File: src/rtl/life_frame_scheduler_pkg.sv
// life_pkg: shared grid sizing, cell-address type and scheduler enums.
package life_pkg;
  localparam int GRID_W = 80;
  localparam int GRID_H = 60;
  localparam int CELLS = GRID_W * GRID_H;
  localparam int ADDR_W = $clog2(CELLS);
  typedef logic [ADDR_W-1:0] cell_addr_t;
  typedef enum logic [1:0] {SEED, WAIT, RUN, SWAP} state_e;
  typedef enum logic [1:0] {NONE, VGA, ENG} owner_e;
endpackage

File: src/rtl/life_frame_scheduler_if.sv
// life_frame_scheduler_if: all scheduler-facing signals; master is the scheduler side.
interface life_frame_scheduler_if
  import life_pkg::*;
();
  logic vsync_pulse, step_en, reseed, lfsr_bit, lfsr_adv;
  logic vga_req, vga_rvalid;
  cell_addr_t vga_addr;
  logic eng_start, eng_done, eng_req, eng_we, eng_wdata, eng_gnt, eng_rvalid;
  cell_addr_t eng_addr;
  logic mem_en, mem_we, mem_wdata, mem_rdata, rd_data;
  logic [ADDR_W:0] mem_addr;
  logic front_bank, busy;
  logic [15:0] gen_count;
  modport master (
    input vsync_pulse, step_en, reseed, lfsr_bit, vga_req, vga_addr, eng_done, eng_req,
          eng_we, eng_addr, eng_wdata, mem_rdata,
    output lfsr_adv, vga_rvalid, eng_start, eng_gnt, eng_rvalid, mem_en, mem_we, mem_addr,
           mem_wdata, rd_data, front_bank, gen_count, busy
  );
  modport slave (
    output vsync_pulse, step_en, reseed, lfsr_bit, vga_req, vga_addr, eng_done, eng_req,
           eng_we, eng_addr, eng_wdata, mem_rdata,
    input lfsr_adv, vga_rvalid, eng_start, eng_gnt, eng_rvalid, mem_en, mem_we, mem_addr,
          mem_wdata, rd_data, front_bank, gen_count, busy
  );
endinterface

File: src/rtl/life_frame_scheduler_mem_arbiter.sv
// life_mem_arbiter: VGA-first arbitration of the single-port cell RAM with a fixed 2-cycle read return.
module life_mem_arbiter
  import life_pkg::*;
(
  input  logic            clk,
  input  logic            rst,
  input  logic            vga_req_i,
  input  cell_addr_t      vga_addr_i,
  input  logic            eng_req_i,
  input  logic            eng_we_i,
  input  cell_addr_t      eng_addr_i,
  input  logic            eng_wdata_i,
  input  logic            run_i,
  input  logic            seed_i,
  input  cell_addr_t      seed_addr_i,
  input  logic            seed_bit_i,
  input  logic            front_bank_i,
  input  logic            mem_rdata_i,
  output logic            eng_gnt_o,
  output logic            seed_slot_o,
  output logic            mem_en_o,
  output logic            mem_we_o,
  output logic [ADDR_W:0] mem_addr_o,
  output logic            mem_wdata_o,
  output logic            rd_data_o,
  output logic            vga_rvalid_o,
  output logic            eng_rvalid_o
);
  owner_e tag_q, tag_d;
  logic en_d, we_d, wdata_d;
  logic [ADDR_W:0] addr_d;
  assign eng_gnt_o = eng_req_i & ~vga_req_i & run_i;
  assign seed_slot_o = seed_i & ~vga_req_i;
  // engine writes always target the back bank; all reads come from the front bank
  always_comb begin
    en_d = vga_req_i | eng_gnt_o | seed_slot_o;
    we_d = eng_gnt_o ? eng_we_i : seed_slot_o;
    wdata_d = eng_gnt_o ? eng_we_i & eng_wdata_i : seed_slot_o & seed_bit_i;
    addr_d = vga_req_i ? {front_bank_i, vga_addr_i}
           : eng_gnt_o ? {front_bank_i ^ eng_we_i, eng_addr_i}
           : seed_slot_o ? {front_bank_i, seed_addr_i} : '0;
    tag_d = vga_req_i ? VGA : (eng_gnt_o & ~eng_we_i) ? ENG : NONE;
  end
  always_ff @(posedge clk or posedge rst) begin
    if (rst) begin
      mem_en_o <= 1'b0;
      mem_we_o <= 1'b0;
      mem_addr_o <= '0;
      mem_wdata_o <= 1'b0;
      tag_q <= NONE;
      rd_data_o <= 1'b0;
      vga_rvalid_o <= 1'b0;
      eng_rvalid_o <= 1'b0;
    end else begin
      mem_en_o <= en_d;
      mem_we_o <= we_d;
      mem_addr_o <= addr_d;
      mem_wdata_o <= wdata_d;
      tag_q <= tag_d;
      rd_data_o <= mem_rdata_i;
      vga_rvalid_o <= tag_q == VGA;
      eng_rvalid_o <= tag_q == ENG;
    end
  end
endmodule

File: src/rtl/life_frame_scheduler.sv
// life_frame_scheduler: seeds the board, paces generations to vsync and swaps the display banks.
module life_frame_scheduler
  import life_pkg::*;
(
  input logic clk,
  input logic rst,
  life_frame_scheduler_if.master bus
);
  state_e state_q, state_d;
  cell_addr_t seed_cnt_q, seed_cnt_d;
  logic [15:0] gen_count_q, gen_count_d;
  logic front_bank_q, front_bank_d, pend_q, pend_d, start_q, start_d, adv_q, busy_q, seed_slot;
  life_mem_arbiter u_arb (
    .clk(clk), .rst(rst),
    .vga_req_i(bus.vga_req), .vga_addr_i(bus.vga_addr),
    .eng_req_i(bus.eng_req), .eng_we_i(bus.eng_we), .eng_addr_i(bus.eng_addr),
    .eng_wdata_i(bus.eng_wdata),
    .run_i(state_q == RUN), .seed_i(state_q == SEED), .seed_addr_i(seed_cnt_q),
    .seed_bit_i(bus.lfsr_bit), .front_bank_i(front_bank_q), .mem_rdata_i(bus.mem_rdata),
    .eng_gnt_o(bus.eng_gnt), .seed_slot_o(seed_slot),
    .mem_en_o(bus.mem_en), .mem_we_o(bus.mem_we), .mem_addr_o(bus.mem_addr),
    .mem_wdata_o(bus.mem_wdata), .rd_data_o(bus.rd_data),
    .vga_rvalid_o(bus.vga_rvalid), .eng_rvalid_o(bus.eng_rvalid)
  );
  always_comb begin
    state_d = state_q;
    seed_cnt_d = seed_cnt_q;
    gen_count_d = gen_count_q;
    front_bank_d = front_bank_q;
    pend_d = pend_q;
    start_d = 1'b0;
    case (state_q)
      SEED:
        if (bus.reseed) seed_cnt_d = '0;
        else if (seed_slot && seed_cnt_q == cell_addr_t'(CELLS - 1)) begin
          state_d = WAIT;
          seed_cnt_d = '0;
          gen_count_d = '0;
        end else if (seed_slot) seed_cnt_d = seed_cnt_q + 1'b1;
      WAIT:
        if (bus.reseed) state_d = SEED;
        else if (bus.vsync_pulse && bus.step_en) begin
          state_d = RUN;
          start_d = 1'b1;
        end
      RUN: begin
        pend_d = pend_q | bus.reseed;
        if (bus.eng_done) begin
          state_d = (pend_q | bus.reseed) ? SEED : SWAP;
          pend_d = 1'b0;
        end
      end
      SWAP:
        if (bus.reseed) state_d = SEED;
        else if (bus.vsync_pulse) begin
          front_bank_d = ~front_bank_q;
          gen_count_d = gen_count_q + 16'd1;
          state_d = bus.step_en ? RUN : WAIT;
          start_d = bus.step_en;
        end
    endcase
  end
  always_ff @(posedge clk or posedge rst) begin
    if (rst) begin
      state_q <= SEED;
      seed_cnt_q <= '0;
      gen_count_q <= '0;
      front_bank_q <= 1'b0;
      pend_q <= 1'b0;
      start_q <= 1'b0;
      adv_q <= 1'b0;
      busy_q <= 1'b0;
    end else begin
      state_q <= state_d;
      seed_cnt_q <= seed_cnt_d;
      gen_count_q <= gen_count_d;
      front_bank_q <= front_bank_d;
      pend_q <= pend_d;
      start_q <= start_d;
      adv_q <= seed_slot;
      busy_q <= state_d == SEED || state_d == RUN;
    end
  end
  assign bus.lfsr_adv = adv_q;
  assign bus.eng_start = start_q;
  assign bus.front_bank = front_bank_q;
  assign bus.gen_count = gen_count_q;
  assign bus.busy = busy_q;
endmodule

File: src/flat_wrapper.sv
// flat-port wrapper written by rule: the top's interface ports become plain ports
module life_frame_scheduler_flat import life_pkg::*;
  (clk, rst, bus_vsync_pulse, bus_step_en, bus_reseed, bus_lfsr_bit, bus_vga_req, bus_vga_addr, bus_eng_done, bus_eng_req, bus_eng_we, bus_eng_addr, bus_eng_wdata, bus_mem_rdata, bus_lfsr_adv, bus_vga_rvalid, bus_eng_start, bus_eng_gnt, bus_eng_rvalid, bus_mem_en, bus_mem_we, bus_mem_addr, bus_mem_wdata, bus_rd_data, bus_front_bank, bus_gen_count, bus_busy);
  life_frame_scheduler_if bus_i ();
  input logic clk;
  input logic rst;
  input wire logic [$bits(bus_i.vsync_pulse)-1:0] bus_vsync_pulse;
  input wire logic [$bits(bus_i.step_en)-1:0] bus_step_en;
  input wire logic [$bits(bus_i.reseed)-1:0] bus_reseed;
  input wire logic [$bits(bus_i.lfsr_bit)-1:0] bus_lfsr_bit;
  input wire logic [$bits(bus_i.vga_req)-1:0] bus_vga_req;
  input wire logic [$bits(bus_i.vga_addr)-1:0] bus_vga_addr;
  input wire logic [$bits(bus_i.eng_done)-1:0] bus_eng_done;
  input wire logic [$bits(bus_i.eng_req)-1:0] bus_eng_req;
  input wire logic [$bits(bus_i.eng_we)-1:0] bus_eng_we;
  input wire logic [$bits(bus_i.eng_addr)-1:0] bus_eng_addr;
  input wire logic [$bits(bus_i.eng_wdata)-1:0] bus_eng_wdata;
  input wire logic [$bits(bus_i.mem_rdata)-1:0] bus_mem_rdata;
  output wire logic [$bits(bus_i.lfsr_adv)-1:0] bus_lfsr_adv;
  output wire logic [$bits(bus_i.vga_rvalid)-1:0] bus_vga_rvalid;
  output wire logic [$bits(bus_i.eng_start)-1:0] bus_eng_start;
  output wire logic [$bits(bus_i.eng_gnt)-1:0] bus_eng_gnt;
  output wire logic [$bits(bus_i.eng_rvalid)-1:0] bus_eng_rvalid;
  output wire logic [$bits(bus_i.mem_en)-1:0] bus_mem_en;
  output wire logic [$bits(bus_i.mem_we)-1:0] bus_mem_we;
  output wire logic [$bits(bus_i.mem_addr)-1:0] bus_mem_addr;
  output wire logic [$bits(bus_i.mem_wdata)-1:0] bus_mem_wdata;
  output wire logic [$bits(bus_i.rd_data)-1:0] bus_rd_data;
  output wire logic [$bits(bus_i.front_bank)-1:0] bus_front_bank;
  output wire logic [$bits(bus_i.gen_count)-1:0] bus_gen_count;
  output wire logic [$bits(bus_i.busy)-1:0] bus_busy;
  assign bus_i.vsync_pulse = bus_vsync_pulse;
  assign bus_i.step_en = bus_step_en;
  assign bus_i.reseed = bus_reseed;
  assign bus_i.lfsr_bit = bus_lfsr_bit;
  assign bus_i.vga_req = bus_vga_req;
  assign bus_i.vga_addr = bus_vga_addr;
  assign bus_i.eng_done = bus_eng_done;
  assign bus_i.eng_req = bus_eng_req;
  assign bus_i.eng_we = bus_eng_we;
  assign bus_i.eng_addr = bus_eng_addr;
  assign bus_i.eng_wdata = bus_eng_wdata;
  assign bus_i.mem_rdata = bus_mem_rdata;
  assign bus_lfsr_adv = bus_i.lfsr_adv;
  assign bus_vga_rvalid = bus_i.vga_rvalid;
  assign bus_eng_start = bus_i.eng_start;
  assign bus_eng_gnt = bus_i.eng_gnt;
  assign bus_eng_rvalid = bus_i.eng_rvalid;
  assign bus_mem_en = bus_i.mem_en;
  assign bus_mem_we = bus_i.mem_we;
  assign bus_mem_addr = bus_i.mem_addr;
  assign bus_mem_wdata = bus_i.mem_wdata;
  assign bus_rd_data = bus_i.rd_data;
  assign bus_front_bank = bus_i.front_bank;
  assign bus_gen_count = bus_i.gen_count;
  assign bus_busy = bus_i.busy;
  life_frame_scheduler u_core (.clk(clk), .rst(rst), .bus(bus_i));
endmodule
File: config.mk
export PLATFORM = sky130hd
export DESIGN_NAME = life_frame_scheduler_flat
export DESIGN_NICKNAME = d
export VERILOG_FILES = /design/src/rtl/life_frame_scheduler_pkg.sv /design/src/rtl/life_frame_scheduler_if.sv /design/src/rtl/life_frame_scheduler_mem_arbiter.sv /design/src/rtl/life_frame_scheduler.sv /design/src/flat_wrapper.sv
export SDC_FILE = /design/constraint.sdc
export NUM_CORES = 1
export LEC_CHECK = 0
export ABC_AREA = 1
export CAP_MARGIN = 15
export CORE_MARGIN = 2
export CORE_UTILIZATION = 48
export DETAILED_ROUTE_END_ITERATION = 7
export GPL_ROUTABILITY_DRIVEN = 1
export PLACE_DENSITY = 0.8
export SYNTH_ARGS = -nofsm -noshare
export SYNTH_HDL_FRONTEND = slang
export SYNTH_SLANG_ARGS = --single-unit
File: constraint.sdc
create_clock -name clk -period 3 [get_ports clk]
set_clock_uncertainty 0.2 [all_clocks]
set_input_delay 0.75 -clock clk [delete_from_list [all_inputs] [get_ports clk]]
set_output_delay 0.75 -clock clk [all_outputs]
set_load 0.1 [all_outputs]
==> summary by stage, run 1 <==
Floorplan
The die height is 82.04 um. 79 I/O pins were placed. The core region area is 0.005886 mm^2. The standard-cell row count is 28. The floorplan step set the die width to 82.04 um. The die covers 0.006730 mm^2. The starting density of the core is 0.4966.

Clock network
Buffers inserted to repair hold after CTS numbered 0. Buffers inserted during clock tree synthesis total 9. Clock latency on the worst-skew pair, taken at its later pin, is 330 ps. The number of setup buffers added after CTS is 0. The clock tree from TritonCTS is yes. The tree built by TritonCTS fans out to 58 sinks.

CTS placed an instance of clkbuf_8 at the clock tree root. The CTS H-tree depth is 3. The buffer depth of the longest clock path is 2. Clock-pin slew was measured on the worst setup and hold paths at ~60 ps. The quantity of gates resized following cts is 0.

Power
The power density over the cells is about 430 mW/mm^2. For this design the static power due to leakage is 1.767 nW. IR analysis of the VDD net gives a maximum drop of 260.6 uV.

The overall power consumption is 1.673 mW.

Worst setup path
In this run the worst path has a maximum fanout of 4. The critical path in this run is classified as in2out. The slack of the worst reg-to-reg path is about 930 ps. The kind of cell adding the most delay to the critical path is buffers and inverters.

The endpoint identified for the worst register-to-register timing path is u_core.bus.gen_count[3]. The most numerous cell on the critical path is inv_1. The critical path goes through clkdlybuf4s50_1 > inv_1 > nand3_1 > inv_1 > buf_12. The number of buffers and inverters on the critical path is 4. The highest-delay cell along the critical path is clkdlybuf4s50_1.

At the worst endpoint, the required time is 2050 ps. STA classifies the critical path startpoint as an input pin. In this design, the stage delay of the slowest critical-path cell is 420 ps. Measured in cells, the most critical reg-to-reg path has a length of 9.

The origin of the critical flop-to-flop path is u_core.seed_cnt_q[0]. STA puts the critical path data arrival time at around 1800 ps. The worst setup path is captured at an output pin.

Placement
Detailed placement ended at an HPWL of 5210 um. The count of input and output buffers is 78. The congestion estimate from routability-driven global placement came to 0.8541. Summing all placed instances gives a cell area of between 0.003 and 0.004 mm^2. Before CTS, the worst setup slack after placement is 229.5 ps.

Route
The antenna violation net count after detailed routing is 0. The initial DRC count is between 150 and 200. Dividing the detail-routed wire length by the instance count gives 13.32 um.

Across all layers, the routed design uses 2,671 vias. For this run, design rule violations remaining after detail routing come to 0. Before antenna repair, the detailed router went through 4 iterations. The via density per instance is 5.097. Summed over all layers, the routed wires come to 6982 um.

STA
The number of pins with negative max-slew slack in the final report came to 0. The slew at the pin closest to its max-slew limit is 481.8 ps. Measured against its own limit, the worst slew margin works out to 0.6764. The number of endpoints failing setup at the final stage is 0.

Setup repair after global routing left no endpoint under its margin. The clock period minus final worst setup slack is 2767 ps. The worst hold margin is 226.3 ps. Static timing analysis puts the maximum clock frequency at approximately 0.36 GHz.

The post-route setup TNS is 0 ps. The setup slack after layout is 232.7 ps. The share of the clock period used by the worst path after layout is 0.9224. The hold violation total from the final report is 0.

Logic synthesis
The average cell area after synthesis is 8.187 um^2. The number of different library cells used by synthesis comes to 31. The cell type contributing the most total cell area after synthesis is dfrtp_1. The cell area after technology mapping is between 0.002 and 0.003 mm^2.

Among all flip-flop cells after synthesis, the most frequent one is dfrtp_1. Sorting the synthesized cells by how often they occur yields nand2_1, dfrtp_1, nor2_1, inv_1, nand3_1. The share of synthesized flip-flops with an asynchronous set or reset is 1.000. The share of Yosys cell area claimed by the top area cell type is 0.4966. The yosys synthesis warning count is 0. For this run, the register share of the synthesized area comes to 0.4966. The net count of the mapped netlist is 397. The number of storage elements in the synthesis netlist is 58. nand2_1 is the most common cell in the netlist. The cell count after synthesis is roughly 360.

Yosys attributes the largest share of cell area to dfrtp_1, nand2_1, nor2_1, nand3_1, inv_1. The count of flip-flops with a built-in enable after synthesis is 0.

Global routing
The number of global-route vias before repair is 2,659. The wire length of the first global-routing pass is between 10,000 and 15,000 um. The total global-route track usage is 0.2293. The total overflow left after global routing is 0. Entering global routing, the biggest net connects 23 pins. The initial antenna violation count was 0.

Run status
The flow ran to the end, and the final reports show no timing, DRC or antenna violations.

Hold path
In this run the worst hold path is classified as reg2reg. The worst hold path endpoint is u_core.u_arb.eng_rvalid_o. The startpoint identified for the worst hold timing path is u_core.u_arb.tag_q[0]. Counting instances, the worst hold path has a depth of 1.

Layout
0 antenna diodes ended up in the layout. The area overhead of the layout relative to synthesis is 32.45%. The ratio of cells with drive above 1 in the final layout is 0.1938. With fillers left out, the area of the finished cells amounts to between 0.003 and 0.004 mm^2. The net count of the finished layout is 486.

Job
The max capacitance violation total is 0.
==> how the worst max path moves through the flow <==
stage | start | endpoint | slack (ps) | cells after the start
3_5_place_dp | bus_vga_req | bus_eng_gnt | 230 | 5
4_1_cts | bus_vga_req | bus_eng_gnt | 220 | 5
6_report | bus_vga_req | bus_eng_gnt | 230 | 5
2_1_floorplan | bus_vga_req | bus_eng_gnt | 470 | 4
3_3_place_gp | bus_vga_req | bus_eng_gnt | 250 | 5
5_1_grt | bus_vga_req | bus_eng_gnt | 150 | 5
==> layer usage <==
metal / vias to the layer above / track usage / part of all wire
met2: 95 / 0.3886 / 0.50
met5: - / 0 / 0
met1: 1230 / 0.2802 / 0.42
li1: 1330 / - / -
met3: 16 / 0.03626 / 0.065
met4: 0 / 0.1217 / 0.022
==> state kept, by name, summed over array words and instances (netlist names), named ones only <==
name and cells:
u_core.u_arb.rd_data_o 1, u_core.bus.busy 1, u_core.u_arb.vga_rvalid_o 1, u_core.pend_q 1
u_core.u_arb.eng_rvalid_o 1, u_core.bus.lfsr_adv 1, u_core.u_arb.mem_wdata_o 1, u_core.u_arb.mem_en_o 1
u_core.bus.eng_start 1, u_core.bus.gen_count 16, u_core.u_arb.mem_we_o 1, u_core.bus.front_bank 1
u_core.u_arb.mem_addr_o 14, u_core.seed_cnt_q 13, u_core.u_arb.tag_q 2
==> through the flow <==
| step | util | instances |
|---|---|---|
| after CTS | 0.6577 | 524 |
| final | 0.6577 | 524 |
| after global placement | 0.6318 | 510 |
| after global routing | 0.6577 | 524 |
| after detailed placement | 0.6318 | 510 |
| after floorplan | - | 357 |
==> logic make-up after synthesis <==
family,after synthesis,share of synthesized area
buffers and inverters,44,0.06506
and+or+nand+nor,192,0.2804
AOI/OAI and AO/OA,52,0.1224
xor gates and xnor gates,9,0.02697
adders and majority gates,2,0.008560
DFF,58,0.4966
==> cells in the final DEF, fill, tap and decap left out, drive strengths merged <==
master and instances:
ha 2, nand4 2, clkdlybuf4s50 37, buf 47, nor2 44, a21oi 8, o21bai 5, dfrtp 58
inv 37, nand2 107, nand3b 1, xnor2 1, or2 2, o22ai 1, clkbuf 14, clkinv 1
nor3 6, nand3 30, o211ai 8, o311ai 1, a32oi 1, o21ai 28, xor2 8
==> where the power goes <==
part / internal, mW / switching [mW] / total, mW
Clock: 0.315 / 0.288 / 0.603
Sequential: 0.802 / 0.00919 / 0.811
Combinational: 0.0786 / 0.181 / 0.260
==> final cells by class <==
| cell class | instances | area, um^2 |
|---|---|---|
| fillers | 527 | 2014 |
| clock buffers | 14 | 152.6 |
| repair buffers | 84 | 748.2 |
| flip-flops and latches | 58 | 1451 |
| well taps | 75 | 93.84 |
| multi-input cells | 255 | 1281 |
| inverters | 38 | 143.9 |
Note: power is estimated with default switching activity, not from simulation.
==> run 2, diff against run 1 <==
- CTS_BUF_LIST: default -> sky130_fd_sc_hd__clkbuf_16
==> run 2 against run 1 <==
  * Largest power group is now the clock network
  * Via count is 0.49% higher
  * Sequential share of layout area is 0.86 points lower
  * Highest routed layer unchanged
  * Routed wire length is 1.1% higher
==> summary by stage, run 2 (synthesis gave the netlist of run 1 again) <==
Power
The overall power consumption is 1.922 mW (+15%). The switching power of the nets came to 0.5083 mW (+6.3%). The power density over the cells is 485.0 mW/mm^2 (+12%). The highest ir drop seen on vdd is 290.4 uV (+11%). The combinational share of power was 0.135 (-0.020).

The fraction of power spent switching nets was 0.2645 (-0.02123). The internal power is 1.413 mW (+18%). The portion of total power attributed to the clock network is 0.442 (+0.082). The sequential power share is 0.423 (-0.062). The leakage power of the design came to 1.824 nW (+3.2%).

Clock network
The clock latency on the worst-skew pair was 320 ps (about the same). The hold buffer count at CTS is 0 (unchanged). The CTS sink count is 58 (unchanged).

The master cell of the clock root buffer is clkbuf_16. TritonCTS built the clock tree. The CTS H-tree depth is 3 (unchanged). The quantity of gates resized following cts is 0 (unchanged).

The buffer depth of the longest clock path is 2 (unchanged). The clock transition at the registers of the reported paths is 50 ps (about the same). The number of buffers added by the clock tree synthesis step was 9 (unchanged). The setup fix buffers added after clock tree synthesis is 0 (unchanged).

STA
The number of pins with negative max-slew slack in the final report was 0 (unchanged). The setup slack after layout is 231.9 ps (-0.8310 ps). The share of the clock period used by the worst path after layout is 0.9227 (about the same).

The clock period minus final worst setup slack is 2768 ps (+0.8310 ps). The headroom to the max-slew limit is 0.7043 (+0.02795). The hold violation total from the final report was 0 (unchanged). The number of endpoints failing setup at the final stage was 0 (unchanged). Setup repair after global routing left no endpoint under its margin. The peak clock frequency supported by timing came to 0.3613 GHz (about the same). The post-route setup TNS is 0 ps (unchanged). The slew at the pin closest to its max-slew limit was 442.9 ps (-38.87 ps).

The worst hold margin was 225.8 ps (-0.5080 ps).

Route
The via count came to 2,684 (+0.49%). The initial DRC count is 119 (-34%). The mean routed wirelength per cell is 13.48 um (+1.1%). The final wirelength was 7061 um (+1.1%). The antenna violation net count after detailed routing is 0 (unchanged). The via density per instance came to 5.122 (+0.49%). The total iterations of the first detailed-routing run is 4 (unchanged). The remaining routing DRC violations was 0 (unchanged).

Layout
The ratio of cells with drive above 1 in the final layout came to 0.1915 (-0.002227). The antenna diode count came to 0 (unchanged). The flip-flop count of the largest register after layout came to 16 (unchanged). The cell area after layout is 0.003963 mm^2 (+2.4%). Leaving out fill and tap cells, the most frequent cells in the layout are nand2_1, dfrtp_1, buf_4. Leaving out fill and tap cells, the most frequent cell in the layout is nand2_1. The post-route core utilization is 0.6733 (+0.01552).

The area growth from synthesis to layout is 35.57%. The number of nets in the layout was 486 (unchanged). The count of non-filler cells in the finished layout is 524 (unchanged).

Floorplan
The standard-cell row count is 28 (unchanged). The starting density of the core is 0.4966 (unchanged). The core region area is 0.005886 mm^2 (unchanged). The die height is 82.04 um (unchanged).

The area of the die was 0.006730 mm^2 (unchanged). The horizontal die dimension was 82.04 um (unchanged). The number of top-level pins is 79 (unchanged).

Placement
The final weighted congestion in routability-driven placement is 0.8541 (unchanged). The standard cell area after detailed placement is 0.003719 mm^2 (unchanged). The minimum setup slack after placement is 229.5 ps (unchanged). The estimated wirelength of the detail-placed design is 5210 um (unchanged). The count of input and output buffers was 78 (unchanged). The count of placed standard cells including taps is 510 (unchanged).

Worst setup path
The most numerous cell type found on the critical path is inv_1. The slowest stage of the critical path is the clkdlybuf4s50_1 cell. The number of buffers and inverters on the critical path is 4 (unchanged). The critical path goes through clkdlybuf4s50_1 > inv_1 > nand3_1 > inv_1 > buf_12. The maximum fanout along the worst path is 4 (unchanged).

The cell family contributing the most delay on the critical path is buffers and inverters. The worst setup path is captured at an output pin. The worst setup path is launched from an input pin. The arrival time of the worst setup path is 1820 ps (about the same). The critical path class is in2out.

The slack of the worst reg-to-reg path was 890 ps (-40 ps). The highest cell delay on the worst timing path is 420 ps (about the same). The worst path required time was 2050 ps (about the same).

Global routing
The maximum number of pins on one net before global-route repair came to 23 (unchanged). The number of global-route vias before repair is 2,598 (-2.3%). The total grt overflow is 0 (unchanged).

The total global-route track usage is 0.2360 (+0.006743). The initial antenna violation count is 0 (unchanged). The wire length of the first global-routing pass came to 11,890 um (+1.9%).

Run status
The run finished with clean final reports.

Hold path
In this run the worst hold path is classified as reg2reg.

Job
The max capacitance violation total is 0 (unchanged).
run 2: cell count changes in the layout (fill, tap and decap cells not counted), sizes merged:
cell and change:
clkbuf -5, inv +4, clkinv +1
run 2: area by class of cell:
class	count	area (um^2)
clock buffers	9	225.2
repair buffers	84	748.2
clock inverters	5	18.77
flip-flops and latches	58	1451
inverters	38	143.9
fillers	505	1923
well taps	75	93.84
multi-input cells	255	1281
run 2: metal layers:
| metal | up-vias | GRT usage | share of wire |
|---|---|---|---|
| met4 | 0 | 0.09667 | 0.019 |
| met2 | 90 | 0.4041 | 0.50 |
| met3 | 16 | 0.04396 | 0.064 |
| met5 | - | 0 | 0 |
| li1 | 1331 | - | - |
| met1 | 1247 | 0.2928 | 0.41 |
run 2: path summary, 6_finish.rpt:
| kind | from | end | depth (start not counted) |
|---|---|---|---|
| setup / recovery | bus_vga_req | bus_eng_gnt | 5 |
| hold / removal | u_core.u_arb.tag_q[0] | u_core.u_arb.eng_rvalid_o | 1 |
| setup reg to reg | u_core.seed_cnt_q[0] | u_core.bus.gen_count[3] | 9 |
| hold reg to reg | u_core.u_arb.tag_q[0] | u_core.u_arb.eng_rvalid_o | 1 |
| max in group asynchronous | rst | u_core.u_arb.tag_q[1] | 3 |
| min in group asynchronous | rst | u_core.bus.gen_count[1] | 2 |
run 2: power groups by stage:
stage	Clock, mW	Combinational (mW)	Sequential, mW
floorplan	0	0.0438	0.943
global placement	0	0.259	0.825
detailed placement	0	0.261	0.825
CTS	0.863	0.262	0.813
global route	0.899	0.274	0.814
finish	0.849	0.259	0.813
==> run 3, diff against run 2 <==
- CTS_CLUSTER_SIZE: default -> 40
- GPL_TIMING_DRIVEN: default -> 0
- TNS_END_PERCENT: default -> 20
==> run 3 against run 2 <==
  * Clock-buffer cell count did not move
  * Critical path depth fell by 4
  * Design area rose by 2.8%
  * Sequential share of layout area fell by 1.0 points
  * Cell count rose by 0.38%
  * Sequential power barely moved
  * Core utilization rose by 1.9 points
  * Combinational power rose by 3%
  * Flip-flop and latch count did not move
  * Routed wire length rose by 4.2%
==> summary by stage, run 3 (synthesis gave the netlist of run 1 again) <==
Run status
The run finished with clean final reports.

Worst setup path
The largest individual stage delay along the critical path comes from the cell clkdlybuf4s50_1. The critical path class is reg2out. The worst setup path is captured at an output pin.

The kind of cell adding the most delay to the critical path is buffers and inverters. The kind of start point of the critical path is a flip-flop. The maximum fanout along the worst path is 7 (+3). The worst path required time was 2050 ps (about the same). The highest cell delay on the worst timing path was 1180 ps (+760 ps). The arrival time of the worst setup path is 1970 ps (+150 ps). The number of buffers and inverters on the critical path was 1 (-3). Traced cell by cell, the critical path runs through clkdlybuf4s50_1.

Layout
The antenna diode count is 0 (unchanged). The flip-flop count of the largest register after layout is 16 (unchanged). The number of nets in the layout is 487 (+0.21%). The ratio of cells with drive above 1 in the final layout is 0.1109 (-0.08067). The top cell types in the final layout, fill and taps aside, are nand2_1, clkdlybuf4s50_1, dfrtp_1. The filler cell count is 480 (-5.0%). From synthesis to final layout, the design area changed by 39.43%.

The library cell used most frequently in the layout, excluding fill and tap cells, is nand2_1.

STA
The hold violation total from the final report is 0 (unchanged). The peak clock frequency supported by timing is 0.3421 GHz (-5.3%). The number of pins with negative max-slew slack in the final report is 0 (unchanged). The number of endpoints failing setup at the final stage is 0 (unchanged). The setup slack after layout is 77.05 ps (-154.8 ps). The headroom to the max-slew limit was 0.3349 (-0.3694). The slew at the pin closest to its max-slew limit is 994.6 ps (+551.7 ps). The clock period minus final worst setup slack came to 2923 ps (+154.8 ps). Setup repair after global routing left no endpoint under its margin.

The share of the clock period used by the worst path after layout was 0.9743 (+0.05160).

Route
The total iterations of the first detailed-routing run is 4 (unchanged). The antenna violation net count after detailed routing is 0 (unchanged). The via count was 2,743 (+2.2%). The initial DRC count is 140 (+18%). The via density per instance is 5.215 (+1.8%). The final wirelength is 7360 um (+4.2%). The remaining routing DRC violations is 0 (unchanged).

The mean routed wirelength per cell is 13.99 um (+3.8%).

Clock network
The CTS sink count is 58 (unchanged). The clock transition at the registers of the reported paths is 50 ps (about the same). The hold buffer count at CTS is 0 (unchanged).

The number of buffers added by the clock tree synthesis step is 9 (unchanged). CTS placed an instance of clkbuf_16 at the clock tree root. TritonCTS built the clock tree.

The clock latency on the worst-skew pair came to 330 ps (about the same). The CTS H-tree depth is 3 (unchanged). The buffer depth of the longest clock path is 2 (unchanged).

Floorplan
The horizontal die dimension came to 82.04 um (unchanged). The number of top-level pins is 79 (unchanged). The starting density of the core came to 0.4966 (unchanged). The area of the die is 0.006730 mm^2 (unchanged).

The core region area is 0.005886 mm^2 (unchanged). The standard-cell row count was 28 (unchanged). The die height was 82.04 um (unchanged).

Placement
The minimum setup slack after placement was -1252 ps (-1481 ps). The final weighted congestion in routability-driven placement is 0.8896 (+4.2%). The count of input and output buffers is 78 (unchanged). The estimated wirelength of the detail-placed design was 5238 um (+0.54%).

Global routing
The initial antenna violation count is 0 (unchanged). The total grt overflow is 0 (unchanged). The wire length of the first global-routing pass is 12,300 um (+3.5%). The total global-route track usage is 0.2481 (+0.01207). The maximum number of pins on one net before global-route repair is 41 (+78%). The number of global-route vias before repair is 2,688 (+3.5%).

Job
The max capacitance violation total is 0 (unchanged).

Power
The overall power consumption is 1.946 mW (+1.3%). The leakage power of the design is 1.753 nW (-3.9%). The power density over the cells is 477.5 mW/mm^2 (-1.5%).

The highest ir drop seen on vdd is 348.0 uV (+20%).

Hold path
The path class of the tightest hold or removal check is reg2reg.
run 3: what timing repair did:
action,in CTS,in global routing
cloned,0,0
buffers inserted,0,0
gates resized for setup,10,2
setup endpoints to repair,1,1
run 3: final cells by class:
class | instances | area [um^2] | area share
Inverter | 38 | 143.9 | 0.03531
Sequential cell | 58 | 1451 | 0.3562
Tap cell | 75 | 93.84 | 0.02303
Multi-Input combinational cell | 255 | 1281 | 0.3144
Clock buffer | 9 | 225.2 | 0.05527
Timing Repair Buffer | 79 | 804.5 | 0.1974
Clock inverter | 6 | 26.28 | 0.006448
Buffer | 6 | 48.80 | 0.01197
run 3: routing by layer:
layer  up-vias  GRT usage  share of wire
met1      1271     0.2803           0.40
met4         0     0.1467          0.036
met5         -          0              0
met3        26    0.05824          0.058
met2       107     0.4252           0.51
li1       1339          -              -
run 3: final timing paths:
kind | from | endpoint | slack, ps | cells past startpoint
worst max-delay path | u_core.bus.gen_count[5] | bus_gen_count[5] | 80 | 1
worst min-delay path | u_core.u_arb.tag_q[0] | u_core.u_arb.eng_rvalid_o | 220 | 1
worst max register to register | u_core.seed_cnt_q[0] | u_core.seed_cnt_q[3] | 1000 | 6
worst min register to register | u_core.u_arb.tag_q[0] | u_core.u_arb.eng_rvalid_o | 220 | 1
max in group asynchronous | rst | u_core.seed_cnt_q[6] | 1510 | 3
min in group asynchronous | rst | u_core.u_arb.mem_wdata_o | 550 | 2
run 3: report_power, final:
| group | switching (mW) | internal [mW] | total [mW] |
|---|---|---|---|
| sequential | 0.00958 | 0.804 | 0.813 |
| combinational | 0.182 | 0.0836 | 0.266 |
| clock | 0.329 | 0.538 | 0.867 |
| total | 0.521 | 1.42 | 1.95 |
run 3: through the flow:
step / utilization / hold slack (ps) / area (um^2) / setup TNS (ps) / std cells
5_1_grt: 0.6924 / 243.9 / 4075 / 0 / 526
3_3_place_gp: 0.6452 / 203.3 / 3797 / -23850 / 510
2_1_floorplan: - / 199.9 / 2923 / 0 / 357
3_5_place_dp: 0.6486 / 207.4 / 3817 / -1252 / 511
4_1_cts: 0.6918 / 215.4 / 4071 / 0 / 526
6_report: 0.6924 / 216.6 / 4075 / 0 / 526
